<file path="config.mk">
export PLATFORM = sky130hd
export DESIGN_NAME = vga_timing_gen
export DESIGN_NICKNAME = d
export VERILOG_FILES = /design/src/rtl/vga_timing_pkg.sv /design/src/rtl/vga_timing_gen_pixel_tick_gen.sv /design/src/rtl/vga_timing_gen.sv
export SDC_FILE = /design/constraint.sdc
export NUM_CORES = 1
export LEC_CHECK = 0
export CAP_MARGIN = 20
export CORE_MARGIN = 4
export CORE_UTILIZATION = 48
export DETAILED_ROUTE_END_ITERATION = 10
export GPL_TIMING_DRIVEN = 1
export PLACE_DENSITY = 0.8
export RECOVER_POWER = 25
export SYNTH_ARGS = -nofsm -noshare
export SYNTH_HDL_FRONTEND = slang
export SYNTH_SLANG_ARGS = --single-unit
</file>
<file path="constraint.sdc">
create_clock -name clk -period 1.7 [get_ports clk]
set_clock_uncertainty 0.05 [all_clocks]
set_input_delay 0.34 -clock clk [delete_from_list [all_inputs] [get_ports clk]]
set_output_delay 0.34 -clock clk [all_outputs]
set_load 0.005 [all_outputs]
</file>
<file path="src/rtl/vga_timing_pkg.sv">
// Shared VGA timing constants for the 640x480@60 raster and the 10-bit
// coordinate type used by the timing generator and its consumers.
package vga_timing_pkg;

    localparam int COORD_W = 10;
    typedef logic [COORD_W-1:0] coord_t;

    localparam int DEF_CLK_DIV = 2;
    localparam int DEF_H_VIS   = 640;
    localparam int DEF_H_FP    = 16;
    localparam int DEF_H_SYNC  = 96;
    localparam int DEF_H_BP    = 48;
    localparam int DEF_V_VIS   = 480;
    localparam int DEF_V_FP    = 10;
    localparam int DEF_V_SYNC  = 2;
    localparam int DEF_V_BP    = 33;

    localparam int DEF_H_TOTAL    = DEF_H_VIS + DEF_H_FP + DEF_H_SYNC + DEF_H_BP;
    localparam int DEF_V_TOTAL    = DEF_V_VIS + DEF_V_FP + DEF_V_SYNC + DEF_V_BP;
    localparam int DEF_HS_START   = DEF_H_VIS + DEF_H_FP;
    localparam int DEF_HS_END     = DEF_HS_START + DEF_H_SYNC;
    localparam int DEF_VS_START   = DEF_V_VIS + DEF_V_FP;
    localparam int DEF_VS_END     = DEF_VS_START + DEF_V_SYNC;

    // Half-open window test: lo <= v < hi, all unsigned 10-bit.
    function automatic logic in_window(input coord_t v, input coord_t lo, input coord_t hi);
        return (v >= lo) && (v < hi);
    endfunction

endpackage

</file>
<file path="src/rtl/vga_timing_gen_pixel_tick_gen.sv">
// Pixel-rate divider: counts system clocks while enabled and emits a
// one-clock tick on the last clock of each pixel period.
module pixel_tick_gen
    import vga_timing_pkg::*;
#(
    parameter int CLK_DIV = DEF_CLK_DIV
) (
    input  logic clk,
    input  logic rst,
    input  logic i_en,
    output logic o_tick
);

    localparam int DIV_W = (CLK_DIV > 1) ? $clog2(CLK_DIV) : 1;

    logic [DIV_W-1:0] r_div;
    logic             w_last;

    // With CLK_DIV=1 the counter stays at zero, so every enabled clock is a tick.
    assign w_last = (r_div == DIV_W'(CLK_DIV - 1));
    assign o_tick = i_en && w_last;

    // NOTE: state registers use non-blocking assignments so every flop samples
    // pre-edge values regardless of the order the simulator evaluates blocks.
    always_ff @(posedge clk or posedge rst) begin
        if (rst) begin
            r_div <= '0;
        end else if (i_en) begin
            r_div <= w_last ? '0 : r_div + DIV_W'(1);
        end
    end

endmodule

</file>
<file path="src/rtl/vga_timing_gen.sv">
// VGA raster timing generator: pixel/line counters, sync and blanking decode,
// and a fully registered, mutually aligned output set updated once per pixel.
module vga_timing_gen
    import vga_timing_pkg::*;
#(
    parameter int CLK_DIV  = DEF_CLK_DIV,
    parameter int H_VIS    = DEF_H_VIS,
    parameter int H_FP     = DEF_H_FP,
    parameter int H_SYNC   = DEF_H_SYNC,
    parameter int H_BP     = DEF_H_BP,
    parameter int V_VIS    = DEF_V_VIS,
    parameter int V_FP     = DEF_V_FP,
    parameter int V_SYNC   = DEF_V_SYNC,
    parameter int V_BP     = DEF_V_BP,
    parameter bit SYNC_POL = 1'b0
) (
    input  logic               clk,
    input  logic               rst,
    input  logic               en,
    output logic [COORD_W-1:0] xpos,
    output logic [COORD_W-1:0] ypos,
    output logic               hsync,
    output logic               vsync,
    output logic               video_on,
    output logic               pix_tick,
    output logic               line_end,
    output logic               frame_end,
    output logic [7:0]         frame_count
);

    localparam int H_TOTAL = H_VIS + H_FP + H_SYNC + H_BP;
    localparam int V_TOTAL = V_VIS + V_FP + V_SYNC + V_BP;

    if (CLK_DIV < 1) begin : g_bad_div
        $error("vga_timing_gen: CLK_DIV must be >= 1");
    end
    if (H_TOTAL > 1023 || V_TOTAL > 1023) begin : g_bad_total
        $error("vga_timing_gen: timing sums exceed the 10-bit coordinate range");
    end

    localparam coord_t H_LAST  = coord_t'(H_TOTAL - 1);
    localparam coord_t V_LAST  = coord_t'(V_TOTAL - 1);
    localparam coord_t H_VIS_C = coord_t'(H_VIS);
    localparam coord_t V_VIS_C = coord_t'(V_VIS);
    localparam coord_t HS_LO   = coord_t'(H_VIS + H_FP);
    localparam coord_t HS_HI   = coord_t'(H_VIS + H_FP + H_SYNC);
    localparam coord_t VS_LO   = coord_t'(V_VIS + V_FP);
    localparam coord_t VS_HI   = coord_t'(V_VIS + V_FP + V_SYNC);

    logic   w_tick;
    logic   w_h_last;
    logic   w_v_last;
    coord_t r_hcnt;
    coord_t r_vcnt;
    coord_t r_xpos;
    coord_t r_ypos;
    logic   r_hsync;
    logic   r_vsync;
    logic   r_video_on;
    logic   r_pix_tick;
    logic   r_line_end;
    logic   r_frame_end;
    logic [7:0] r_frame_count;

    pixel_tick_gen #(
        .CLK_DIV (CLK_DIV)
    ) u_tick (
        .clk    (clk),
        .rst    (rst),
        .i_en   (en),
        .o_tick (w_tick)
    );

    assign w_h_last = (r_hcnt == H_LAST);
    assign w_v_last = (r_vcnt == V_LAST);

    // Outputs describe the pixel the counters point at before this tick advances them.
    always_ff @(posedge clk or posedge rst) begin
        if (rst) begin
            r_hcnt        <= '0;
            r_vcnt        <= '0;
            r_xpos        <= '0;
            r_ypos        <= '0;
            r_hsync       <= ~SYNC_POL;
            r_vsync       <= ~SYNC_POL;
            r_video_on    <= 1'b0;
            r_pix_tick    <= 1'b0;
            r_line_end    <= 1'b0;
            r_frame_end   <= 1'b0;
            r_frame_count <= '0;
        end else begin
            r_pix_tick  <= w_tick;
            r_line_end  <= w_tick && w_h_last;
            r_frame_end <= w_tick && w_h_last && w_v_last;
            if (w_tick) begin
                r_xpos     <= r_hcnt;
                r_ypos     <= r_vcnt;
                r_hsync    <= in_window(r_hcnt, HS_LO, HS_HI) ? SYNC_POL : ~SYNC_POL;
                r_vsync    <= in_window(r_vcnt, VS_LO, VS_HI) ? SYNC_POL : ~SYNC_POL;
                r_video_on <= (r_hcnt < H_VIS_C) && (r_vcnt < V_VIS_C);
                r_hcnt     <= w_h_last ? '0 : r_hcnt + coord_t'(1);
                if (w_h_last) begin
                    r_vcnt <= w_v_last ? '0 : r_vcnt + coord_t'(1);
                    if (w_v_last) begin
                        r_frame_count <= r_frame_count + 8'd1;
                    end
                end
            end
        end
    end

    assign xpos        = r_xpos;
    assign ypos        = r_ypos;
    assign hsync       = r_hsync;
    assign vsync       = r_vsync;
    assign video_on    = r_video_on;
    assign pix_tick    = r_pix_tick;
    assign line_end    = r_line_end;
    assign frame_end   = r_frame_end;
    assign frame_count = r_frame_count;

endmodule

</file>
Word level (Yosys, flattened, before mapping) --
Cells that the tools add are included.
Operators by class: add/sub/neg operators 4, $lt $le $gt $ge 6, equal/unequal tests 2, muxes and demuxes 5, reduce and logical (&&, ||, !) cells 8
Operators by type and width (number):
- $add A10 B1 Y10 const B | 2
- $eq A10 B10 Y1 const B | 2
- $lt A10 B10 Y1 const B | 2
- $lt A10 B9 Y1 const B | 2
- $mux W10 | 2
- $ge A10 B10 Y1 const B | 1
- $ge A10 B9 Y1 const B | 1
- $add A8 B1 Y8 const B | 1
- $logic_and A1 B1 Y1 | 6
- $mux W1 | 3
- $reduce_and A3 Y1 | 1
- $reduce_and A2 Y1 | 1
- $add A1 B1 Y1 const B | 1
Word-level totals: register bits after elaboration 55, input port bits 3, output and inout bits 34, logic and storage cells 37

Logic depth before layout (Yosys ltp) --
Gate-level depths: netlist of the first run.
depth in word-level cells 3, depth in mapped cells 7, mapped depth without buffers 6

Cells and area by module --
From an unflattened synthesis of the first run, not the netlist that was laid out.
Second synthesis, totals: cells, all modules 203, area total of the unflattened synthesis 2441.1 um^2
By module, submodules not included:
- vga_timing_gen | times used 1, cells each 199, area each 2396.0 um^2, seq. area each 1353.8 um^2
- pixel_tick_gen | times used 1, cells each 4, area each 45.0 um^2, seq. area each 25.0 um^2

Least setup slack after synthesis of the first run --
Ideal clock, no wire load.
kind reg2reg, start point register r_vcnt[0], end point register r_frame_count[1], in the netlist frame_count[1], setup time 0.128 ns, arrival time 1.615 ns, required time 1.522 ns, slack -0.093 ns, cell stages (with the launch flop) 7, path buffers 0, period minus slack after synthesis 1.793 ns, path through dfrtp_1 inv_1 ha_1 and4bb_2 nand4_1 nor2_1 mux2_1
On the way: cells in the longest elaborated chain, start to end 2
RTL lines:
- start, declared | line vga_timing_gen.sv:54 | coord_t r_vcnt;
- start signal, assigned | line vga_timing_gen.sv:103 | r_vcnt <= w_v_last ? '0 : r_vcnt + coord_t'(1);
- $eq A10 B10 Y1 | line vga_timing_gen.sv:75 | assign w_v_last = (r_vcnt == V_LAST);
- $reduce_and A3 Y1 (no line)
- end signal, assigned | line vga_timing_gen.sv:105 | r_frame_count <= r_frame_count + 8'd1;
- end, declared | line vga_timing_gen.sv:63 | logic [7:0] r_frame_count;
Every way passes these cells. A chain may end at the register's enable or synchronous reset.

Final worst setup path of the first run --
Same ends and word-level chain as after synthesis.

==> key figures, run 1 <==
Critical path
  – Peak per-stage delay on the critical path: 0.41 ns
  – Type of the worst setup path: register to register
  – Arrival time reported for the critical path endpoint: 1.94 ns
  – Critical path startpoint category: register
  – Type of element capturing the critical path: register
  – Cell with the largest stage delay on the worst path: dfrtp_1
  – Worst setup path startpoint: r_vcnt[0]
  – Number of cell instances on the worst register-to-register path: 6
  – Launch point of the worst reg-to-reg path: r_vcnt[0]
  – Critical path destination: frame_count[1]
  – Cell-by-cell trace of the critical path: inv_2 -> ha_4 -> and4bb_2 -> nand4_1 -> nor2_2 -> mux2_4
  – Required time of the critical path: 1.85 ns
  – Critical Path Fanout Max: 3
  – Worst R2R Setup Slack: -0.09 ns
  – Capturing point of the worst reg2reg path: frame_count[1]

Yosys
  – Most frequent cell after synthesis: nand2_1
  – Dominant cells by area after synthesis: dfrtp_1 (53%), nand2_1 (9.5%), xor2_1 (3.9%)
  – Count of synthesis-stage warnings from yosys: 0
  – FF+latch count, synth: 55
  – Per-instance average area after synthesis: 10.1 um2
  – Cell variety after synth: 35
  – Sequential element share of the synthesized area: 0.554
  – Syn Inst Count: 247
  – Cell taking the most area after synthesis: dfrtp_1
  – Syn nets: 256
  – Leading register cell type out of synthesis: dfrtp_1
  – Share of flip-flops with an asynchronous set or reset after synthesis: 1.00
  – Top-area cell type share of the netlist area: 0.533
  – Number of enable-type register cells in the synthesized netlist: 0
  – Cell Area, Synth: 2490 um2
  – Most frequent cells after synthesis: nand2_1 (63), dfrtp_1 (53), o21ai_0 (15), nand3_1 (13), xor2_1 (11)

Timing
  – Slew margin rel.: 0.538
  – RSZ-0062 raised after global routing: yes
  – Fin crit share: 1.05
  – Final critical-path required period: 1.79 ns
  – Worst setup margin: -0.0924 ns
  – Final max-slew violation count: 0
  – Setup TNS after final layout: -0.377 ns
  – Total setup violations reported at the end of the flow: 8
  – Transition time of the tightest slew-check pin: 0.693 ns
  – Hold Fails Final Rpt: 0
  – Maximum clock frequency: 558 MHz

Run
  – Max Cap Violations: 0

CTS
  – Cell at the root of the clock tree: clkbuf_8
  – Clock slew at the register clock pins of the worst setup and hold paths: 0.09 ns
  – Clock insertion delay at the later pin of the skew report: 0.31 ns
  – Number of sinks driven by the clock tree: 55
  – TritonCTS clock tree: done
  – Max clock buf depth: 2
  – Clock buffer count from CTS: 5
  – H-Tree Depth: 2

Layout
  – Number of nets at the end of the flow: 335
  – N_diodes: 0
  – Area taken by multi-input logic gates: 1090 um2
  – Fraction of layout cells with a size suffix above 1: 0.257
  – Total area of sequential cells: 1380 um2
  – Synth-to-Final Area Change: 38.0%
  – Final core utilization: 0.704
  – FILL cells: 370

GRT
  – Vias in the first global route: 2059
  – Global route total overflow: 0
  – GRT Total Usage: 0.190
  – Initial antenna violation count: 0
  – Wire length of the first global-routing pass: 9580 um
  – Largest net degree at the start of global routing: 29

Die
  – DIE AREA: 6400 um2
  – IO Count: 37
  – Initial core utilization: 0.510
  – Number of placement rows: 25
  – Core Area: 4880 um2
  – Die width: 80.0 um
  – Chip Height: 80.0 um

Routing
  – Detailed-routing iteration count for the pre-antenna-repair pass: 4
  – Iter 0 DRT Violations: 154
  – Overall via count from detail_route: 2017
  – Drt via density: 5.12
  – Routed length per instance: 14.3 um
  – Final antenna-violating net count: 0
  – Overall routed net length: 5620 um
  – Final routed DRC violation total: 0

Outcome
  – Violated checks: setup timing
  – Result of the run: finished with violations

Power and ir drop
  – Power density relative to cell area: 1020 nW/um2
  – Leakage power: 1.70 nW
  – Worst vdd rail ir drop: 683 uV

Placement
  – Dpl hpwl: 3940 um
  – Count of input and output buffers: 36
  – Routability congestion estimate: 0.805

Min path
  – Class of the worst hold path: register to register
## layout make-up
type	count	area share
Sequential cell	55	0.402
Multi-Input combinational cell	172	0.316
Timing Repair Buffer	83	0.206
Tap cell	67	0.0244
Clock buffer	5	0.0200
Clock inverter	3	0.0197
Inverter	9	0.0109
## worst min path at each step
stage / endpoint / slack (ns) / startpoint / depth (start not counted)
after floorplan: frame_count[0] / 0.36 / rst / 1
after global placement: vsync / 0.39 / vsync / 2
after detailed placement: vsync / 0.40 / vsync / 2
after CTS: r_vcnt[9] / 0.42 / rst / 3
after global routing: frame_count[7] / 0.45 / frame_count[7] / 1
final: frame_count[7] / 0.42 / frame_count[7] / 1
## cell families (layout without fill, tap and decap cells)
| kind of cell | Yosys count | after routing | share of synthesized area |
|---|---|---|---|
| AOI/OAI and AO/OA | 23 | 23 | 0.0563 |
| xor gates and xnor gates | 19 | 19 | 0.0668 |
| and+or+nand+nor | 122 | 122 | 0.246 |
| DFF | 55 | 55 | 0.554 |
| buffers and inverters | 20 | 100 | 0.0382 |
| muxes | 2 | 2 | 0.00904 |
| adders and majority gates | 6 | 6 | 0.0301 |
## flip-flops by register name, indices dropped and copies added, names as in the netlist
signal        count
vsync             1
r_vcnt           10
frame_end         1
xpos             10
pix_tick          1
line_end          1
r_hcnt           10
u_tick.r_div      1
ypos             10
hsync             1
video_on          1
frame_count       8
## metrics by stage
step / setup WS (ns) / hold slack, ns / cells / power (W) / cell area, um2
2_1_floorplan: -0.0498 / 0.363 / 247 / 0.00199 / 2500
3_3_place_gp: -0.239 / 0.392 / 380 / 0.00248 / 3190
3_5_place_dp: -0.259 / 0.401 / 380 / 0.00252 / 3190
4_1_cts: -0.0767 / 0.424 / 390 / 0.00354 / 3350
5_1_grt: -0.160 / 0.452 / 394 / 0.00369 / 3440
6_report: -0.0924 / 0.418 / 394 / 0.00351 / 3440
## layer usage
metal,vias to the layer above,share of wire,GRT usage
met4,0,0.015,0.0557
met1,965,0.44,0.249
met2,49,0.51,0.324
met3,9,0.038,0.0282
met5,-,0,0
li1,994,-,-
## power breakdown
part | internal [W] | switching [W]
Combinational | 0.000463 | 0.000422
Sequential | 0.00151 | 0.0000943
Clock | 0.000587 | 0.000431
## layout by cell type (no fill, tap or decap), types with 2 or more instances in the layout
cell	count
inv_1	5
inv_2	3
clkbuf_2	2
clkdlybuf4s50_1	33
nand4_1	9
or2_2	2
buf_4	44
ha_1	5
nor3_1	3
clkbuf_8	5
dfrtp_1	50
and3_1	6
nor2_2	2
nor2_1	8
dfrtp_2	3
o21ai_1	2
nand3_1	12
clkinvlp_4	2
nor3_2	3
a22o_1	2
xnor2_1	8
a21o_1	2
dlygate4sd2_1	2
nor4_1	3
o21ai_0	12
xor2_1	11
dfstp_2	2
o21ai_2	2
bufinv_16	2
nor4_4	2
nand2_1	63
## worst max-delay path, delay by kind of cell (launching register included)
kind	cells	cell delay, ns
flip-flops	1	0.41
multiplexers	1	0.31
adder cells (fa/ha/maj)	1	0.12
AND/OR/NAND/NOR	3	0.71
buffers and inverters	1	0.09
## repair_timing
item	4_1_cts	5_1_grt
pin swaps	5	10
setup endpoints to repair	11	17
resized for setup	6	17
buffers inserted	2	4
hold buffers	0	0
Note: power is estimated with default switching activity, not from simulation.
==> inputs of run 2 (changes only) <==
--- a/config.mk
+++ b/config.mk
@@ -5,11 +5,11 @@
 export SDC_FILE = /design/constraint.sdc
 export NUM_CORES = 1
 export LEC_CHECK = 0
+export ABC_CLOCK_PERIOD_IN_PS = 1700
 export CAP_MARGIN = 20
 export CORE_MARGIN = 4
 export CORE_UTILIZATION = 48
 export DETAILED_ROUTE_END_ITERATION = 10
-export GPL_TIMING_DRIVEN = 1
 export PLACE_DENSITY = 0.8
 export RECOVER_POWER = 25
 export SYNTH_ARGS = -nofsm -noshare
==> results of run 2 <==
Same layout as run 1: the final DEF is identical, and so are final timing and power.
==> inputs of run 3 (changes only) <==
--- a/config.mk
+++ b/config.mk
@@ -10,6 +10,7 @@
 export CORE_MARGIN = 4
 export CORE_UTILIZATION = 48
 export DETAILED_ROUTE_END_ITERATION = 10
+export GPL_ROUTABILITY_DRIVEN = 0
 export PLACE_DENSITY = 0.8
 export RECOVER_POWER = 25
 export SYNTH_ARGS = -nofsm -noshare
==> results of run 3 <==
Same layout as run 1: the final DEF is identical, and so are final timing and power.
